**src/rtl/tex_spi_pkg.sv**
```systemverilog
// tex_spi_pkg: shared types and constants for the texture QSPI arbiter.
// Provides the FSM state enum, the default Quad Output Fast Read opcode,
// the flash address width and the width of the shared bit counter.
package tex_spi_pkg;
   typedef enum logic [2:0] {
      ST_IDLE,
      ST_CMD,
      ST_ADDR,
      ST_DUMMY,
      ST_DATA,
      ST_DONE
   } state_t;
   localparam logic [7:0] SPI_CMD_QOFR = 8'h6B;
   localparam int ADDR_BITS = 24;
   localparam int CNT_W = 6;
endpackage

```
**src/rtl/tex_spi_rr_arb.sv**
```systemverilog
// tex_spi_rr_arb: two-way round-robin arbiter producing a one-hot grant.
// Ports: i_clk/i_reset (async, active high), i_req request levels,
// i_adv strobe at end of a transaction, i_last1 = requester 1 was served,
// o_gnt one-hot grant (combinational from i_req and the priority pointer).
module tex_spi_rr_arb (
   input  logic       i_clk,
   input  logic       i_reset,
   input  logic [1:0] i_req,
   input  logic       i_adv,
   input  logic       i_last1,
   output logic [1:0] o_gnt
);
   logic pri_q, pri_d;
   // pri_q = 1 means requester 1 wins a tie; after serving one side the other is preferred
   always_comb begin
      pri_d = i_adv ? ~i_last1 : pri_q;
      o_gnt = (&i_req) ? (pri_q ? 2'b10 : 2'b01) : i_req;
   end
   always_ff @(posedge i_clk or posedge i_reset)
      if (i_reset) pri_q <= 1'b0;
      else pri_q <= pri_d;
endmodule

```
**src/rtl/tex_spi_arbiter.sv**
```systemverilog
// tex_spi_arbiter: shares one texture QSPI flash between two read requesters.
// Ports: i_clk/i_reset (async, active high); i_req[1:0] request levels with
// i_addr0/i_addr1 byte addresses; o_ack one-cycle pulse with o_data (first
// byte in MSBs); o_busy; flash pads o_tex_csb, o_tex_sclk, o_tex_oeb0,
// o_tex_out0 (all registered) and i_tex_in[3:0] (bit 0 = io0).
module tex_spi_arbiter
   import tex_spi_pkg::*;
#(
   parameter int         NBYTES = 3,
   parameter logic [7:0] CMD    = SPI_CMD_QOFR,
   parameter int         DUMMY  = 8
) (
   input  logic                   i_clk,
   input  logic                   i_reset,
   input  logic [1:0]             i_req,
   input  logic [ADDR_BITS-1:0]   i_addr0,
   input  logic [ADDR_BITS-1:0]   i_addr1,
   output logic [1:0]             o_ack,
   output logic [8*NBYTES-1:0]    o_data,
   output logic                   o_busy,
   output logic                   o_tex_csb,
   output logic                   o_tex_sclk,
   output logic                   o_tex_oeb0,
   output logic                   o_tex_out0,
   input  logic [3:0]             i_tex_in
);
   localparam int DW = 8 * NBYTES;
   state_t             state_q, state_d;
   logic               phase_q, phase_d;
   logic [CNT_W-1:0]   cnt_q, cnt_d;
   logic [31:0]        sh_q, sh_d;
   logic [DW-1:0]      din_q, din_d, data_q, data_d;
   logic [1:0]         gnt_q, gnt_d, ack_q, ack_d, gnt;
   logic               adv, shifting, active;
   logic               csb_q, csb_d, sclk_q, sclk_d, oeb_q, oeb_d, out0_q, out0_d, busy_q, busy_d;
   tex_spi_rr_arb u_arb (
      .i_clk   (i_clk),
      .i_reset (i_reset),
      .i_req   (i_req),
      .i_adv   (adv),
      .i_last1 (gnt_q[1]),
      .o_gnt   (gnt)
   );
   // phase_q: 0 = SCLK low half, 1 = SCLK high half; the counter holds the
   // remaining SPI clocks of the current state minus one and steps at the end of phase B
   always_comb begin
      state_d = state_q;
      phase_d = phase_q;
      cnt_d   = cnt_q;
      sh_d    = sh_q;
      din_d   = din_q;
      gnt_d   = gnt_q;
      ack_d   = 2'b00;
      data_d  = data_q;
      adv     = 1'b0;
      case (state_q)
         ST_IDLE: begin
            if (|i_req) begin
               state_d = ST_CMD;
               phase_d = 1'b0;
               cnt_d   = CNT_W'(7);
               gnt_d   = gnt;
               sh_d    = {CMD, gnt[1] ? i_addr1 : i_addr0};
            end
         end
         ST_DONE: begin
            state_d = ST_IDLE;
            adv     = 1'b1;
         end
         default: begin
            phase_d = ~phase_q;
            if (phase_q) begin
               sh_d  = sh_q << 1;
               din_d = (state_q == ST_DATA) ? {din_q[DW-5:0], i_tex_in} : din_q;
               cnt_d = cnt_q - 1'b1;
               if (cnt_q == '0) begin
                  case (state_q)
                     ST_CMD: begin
                        state_d = ST_ADDR;
                        cnt_d   = CNT_W'(ADDR_BITS - 1);
                     end
                     ST_ADDR: begin
                        state_d = ST_DUMMY;
                        cnt_d   = CNT_W'(DUMMY - 1);
                     end
                     ST_DUMMY: begin
                        state_d = ST_DATA;
                        cnt_d   = CNT_W'(2 * NBYTES - 1);
                     end
                     ST_DATA: begin
                        state_d = ST_DONE;
                        ack_d   = gnt_q;
                        data_d  = din_d;
                     end
                     default: state_d = ST_IDLE;
                  endcase
               end
            end
         end
      endcase
      // pad values are computed from the next state so the pins come straight from flops
      shifting = (state_d == ST_CMD) || (state_d == ST_ADDR);
      active   = state_d inside {ST_CMD, ST_ADDR, ST_DUMMY, ST_DATA};
      csb_d    = ~active;
      sclk_d   = active & phase_d;
      oeb_d    = ~shifting;
      out0_d   = shifting & sh_d[31];
      busy_d   = state_d != ST_IDLE;
   end
   always_ff @(posedge i_clk or posedge i_reset)
      if (i_reset) begin
         state_q <= ST_IDLE;
         phase_q <= 1'b0;
         cnt_q   <= '0;
         sh_q    <= '0;
         din_q   <= '0;
         data_q  <= '0;
         gnt_q   <= 2'b00;
         ack_q   <= 2'b00;
         csb_q   <= 1'b1;
         sclk_q  <= 1'b0;
         oeb_q   <= 1'b1;
         out0_q  <= 1'b0;
         busy_q  <= 1'b0;
      end else begin
         state_q <= state_d;
         phase_q <= phase_d;
         cnt_q   <= cnt_d;
         sh_q    <= sh_d;
         din_q   <= din_d;
         data_q  <= data_d;
         gnt_q   <= gnt_d;
         ack_q   <= ack_d;
         csb_q   <= csb_d;
         sclk_q  <= sclk_d;
         oeb_q   <= oeb_d;
         out0_q  <= out0_d;
         busy_q  <= busy_d;
      end
   assign o_ack      = ack_q;
   assign o_data     = data_q;
   assign o_busy     = busy_q;
   assign o_tex_csb  = csb_q;
   assign o_tex_sclk = sclk_q;
   assign o_tex_oeb0 = oeb_q;
   assign o_tex_out0 = out0_q;
endmodule

```
**config.mk**
```make
export PLATFORM = sky130hd
export DESIGN_NAME = tex_spi_arbiter
export DESIGN_NICKNAME = d
export VERILOG_FILES = /design/src/rtl/tex_spi_pkg.sv /design/src/rtl/tex_spi_rr_arb.sv /design/src/rtl/tex_spi_arbiter.sv
export SDC_FILE = /design/constraint.sdc
export NUM_CORES = 1
export LEC_CHECK = 0
export ABC_AREA = 1
export BUFFER_PORTS_ARGS = -buffer_cell sky130_fd_sc_hd__buf_2
export CORE_MARGIN = 2
export CORE_UTILIZATION = 40
export DETAILED_ROUTE_END_ITERATION = 10
export PLACE_DENSITY_LB_ADDON = 0.2
export SLEW_MARGIN = 25
export SYNTH_ARGS = -nofsm -noshare
export SYNTH_HDL_FRONTEND = slang
export SYNTH_SLANG_ARGS = --single-unit
```
**constraint.sdc**
```tcl
create_clock -name i_clk -period 4.5 [get_ports i_clk]
set_clock_uncertainty 0.1 [all_clocks]
set_input_delay 0.675 -clock i_clk [delete_from_list [all_inputs] [get_ports i_clk]]
set_output_delay 0.675 -clock i_clk [all_outputs]
set_load 0.02 [all_outputs]
```
==> flow_metrics.py <==
metrics = {
    "clock_tree": {
        "cts_inserted_buffers": 9,
        "cts_max_path_buffers": 2,
        "cts.clk_slew.worst_paths_ns": 0.10,
        "cts_root_buf": "clkbuf_8",
        "htreeDepth": 3,
        "cts.sink_count": 97,
        "clk_latency_ns": 0.37,
        "ctsResizeCount": 0,
        "cts_tree": "built",
        "hold_buffers": 0,
        "post-cts-setup-buffer-count": 0,
    },
    "routing": {
        "vias": 3377,
        "vias_per_cell": 4.81,
        "wl_um": 8940,
        "drtIter0Drc": 155,
        "avgRoutedWirePerCell_um": 12.7,
        "antenna_left": 0,
        "drtPass1Iterations": 6,
        "drc": 0,
    },
    "floorplan": {
        "fp.coreArea_um2": 10400,
        "rows": 37,
        "dieArea_um2": 11700,
        "start_util_pct": 41.5,
        "die_h_um": 108,
        "die_w_um": 108,
        "pin_count": 87,
    },
    "global_route": {
        "grt-ovfl-total": 0,
        "grt_use_total_pct": 16.5,
        "grt_pass1_vias": 3264,
        "grt_pass1_wl_um": 15100,
        "antenna_found_initial": 0,
        "grt_max_degree": 69,
    },
    "final_layout": {
        "num-fill-cells": 1037,
        "fin_area_um2": 5000,
        "num_antenna_cells": 0,
        "seq_area_um2": 2430,
        "drive_above_1_share_pct": 23.0,
        "syn_to_final_growth_pct": 15.6,
        "nets": 619,
        "multiInputGateArea_um2": 1550,
    },
    "logic_synthesis": {
        "synth_edf_count": 0,
        "synth_cell_types": 37,
        "synth.area.top_cells": "dfrtp_1 55%, nand2_1 10%, o21ai_0 8.4%, inv_1 4.6%, nor2_1 3.5%",
        "synthFlopType": "dfrtp_1",
        "syn-num-nets": 542,
        "synth_area_um2": 4330,
        "yosysMostFrequentCell": "nand2_1",
        "yosysTopAreaCell": "dfrtp_1",
        "ys_async_sr_fraction_pct": 100,
        "syn_area_per_cell_um2": 8.94,
        "synth.ff_latch_count": 97,
        "ys_top_cells_by_count": "120 x nand2_1, 95 x dfrtp_1, 73 x o21ai_0, 53 x inv_1, 40 x nor2_1",
        "ys_seq_area_share_pct": 56.2,
        "yosys_warnings": 0,
        "syn_inst": 484,
        "yosys.area.top_type_share_pct": 55.0,
    },
    "setup_path": {
        "cp-start-kind": "register",
        "end_kind": "register",
        "required_ns": 4.66,
        "path_max_fanout": 50,
        "path_class": "reg2reg",
        "timing.reg2reg.setup_slack_ns": 2.13,
        "worstPathArrival_ns": 2.53,
        "r2r-start": "cnt_q[0]$_DFFE_PP0P_",
        "reg2reg_depth": 6,
        "rr_endpoint": "o_data[2]$_DFFE_PP0P_",
    },
    "sta": {
        "fmax_mhz": 422,
        "slew_viol_final": 0,
        "tightest_slew_ns": 0.847,
        "slew_headroom_pct": 43.5,
        "period_needed_ns": 2.37,
        "rsz0062_at_grt": "false",
        "hold_viol_final": 0,
        "fin_setup_tns_ns": 0,
        "setup_violations": 0,
        "fin_crit_sh_pct": 52.6,
    },
    "placed_design": {
        "place_area_um2": 4820,
        "dpl.hpwl_um": 6080,
        "io_buffers": 86,
        "globalplace.congestion": 0.831,
    },
    "status": {
        "status": "completed",
    },
    "pwr": {
        "p_int_mw": 1.65,
        "seqPwrFrac_pct": 45.7,
        "clockPowerShare_pct": 19.6,
        "pwr-share-comb_pct": 34.7,
        "p_sw_mw": 1.05,
        "swShare_pct": 38.8,
        "vdd_drop_max_v": 0.000232,
        "power_leakage_nw": 2.48,
        "power.total_mw": 2.69,
        "power_density_nw_per_um2": 538,
    },
    "run": {
        "maxCapViolCount": 0,
    },
    "min_path": {
        "hold_path.class": "in2async",
    },
}
[flip-flops by register name (all words and copies together), names as in the netlist]
signal       count
o_tex_sclk       1
phase_q          1
o_tex_oeb0       1
o_tex_csb        1
u_arb.pri_q      1
o_data          24
state_q          3
o_tex_out0       1
din_q           21
cnt_q            6
gnt_q            2
sh_q            32
o_ack            2
o_busy           1
[worst max-delay path: stages, from the launching register on]
cell and delay [ns]:
dfrtp_1 0.37, inv_1 0.15, ha_1 0.19, nand3_1 0.11, nor2_2 0.18, nand3_2 0.67
o21ai_0 0.47
[cell type report]
type	count	area share, %
Sequential cell	97	48.6
Multi-Input combinational cell	306	31.0
Timing Repair Buffer	88	8.90
Inverter	59	4.53
Tap cell	136	3.40
Clock buffer	11	2.83
Clock inverter	5	0.800
[worst max-delay path by stage]
stage,start,to,slack [ns],depth (start not counted)
2_1_floorplan,i_reset,cnt_q[0]$_DFFE_PP0P_,1.19,1
3_3_place_gp,cnt_q[0]$_DFFE_PP0P_,o_data[11]$_DFFE_PP0P_,2.25,6
3_5_place_dp,cnt_q[0]$_DFFE_PP0P_,o_data[2]$_DFFE_PP0P_,2.12,6
4_1_cts,cnt_q[0]$_DFFE_PP0P_,o_data[2]$_DFFE_PP0P_,2.09,6
5_1_grt,cnt_q[0]$_DFFE_PP0P_,o_data[2]$_DFFE_PP0P_,1.88,6
6_report,cnt_q[0]$_DFFE_PP0P_,o_data[2]$_DFFE_PP0P_,2.13,6
[cells by family (layout without fill, tap and decap cells)]
group | Yosys count | in the layout | share of synthesized area, %
and+or+nand+nor | 185 | 185 | 18.7
AOI/OAI and AO/OA | 117 | 117 | 15.9
DFF | 97 | 97 | 56.2
buffers and inverters | 81 | 163 | 8.19
adders and majority gates | 2 | 2 | 0.578
xor gates and xnor gates | 1 | 1 | 0.203
muxes | 1 | 1 | 0.231
[power by group through the flow]
stage,clock (mW),combinational (mW),sequential [mW]
after floorplan,0,0.767,1.24
after global placement,0,0.933,1.24
after detailed placement,0,0.952,1.25
after CTS,0.544,0.951,1.23
after global routing,0.574,1.06,1.26
final,0.527,0.935,1.23
[through the flow]
stage / setup WS (ns) / utilization (%) / hold WS [ns] / std cells
after global routing: 1.88 / 48.0 / 0.413 / 702
after CTS: 2.09 / 48.0 / 0.391 / 702
after global placement: 2.25 / 46.3 / 0.361 / 686
final: 2.13 / 48.0 / 0.360 / 702
after detailed placement: 2.12 / 46.3 / 0.371 / 686
after floorplan: 1.19 / - / 0.336 / 484
[metal layers]
layer,track usage [%],vias up,share of wire [%]
met3,2.47,12,3.9
met2,25.1,80,44
met1,22.9,1571,50
met5,0,-,0
met4,8.61,0,2.2
li1,-,1714,-
[cells in the final DEF (no fill, tap or decap), drive strengths merged]
| cell type | instances |
|---|---|
| a22oi | 5 |
| clkbuf | 11 |
| dfstp | 2 |
| ha | 2 |
| inv | 60 |
| nand4 | 2 |
| o21bai | 1 |
| nand2 | 123 |
| nor3 | 3 |
| o22ai | 2 |
| o31ai | 1 |
| a211oi | 1 |
| mux2i | 1 |
| nand3 | 11 |
| o211ai | 20 |
| buf | 88 |
| a21oi | 3 |
| dfrtp | 95 |
| o221ai | 3 |
| clkinv | 4 |
| o21ai | 81 |
| xor2 | 1 |
| nor2 | 46 |
Note: power is estimated with default switching activity, not from simulation.
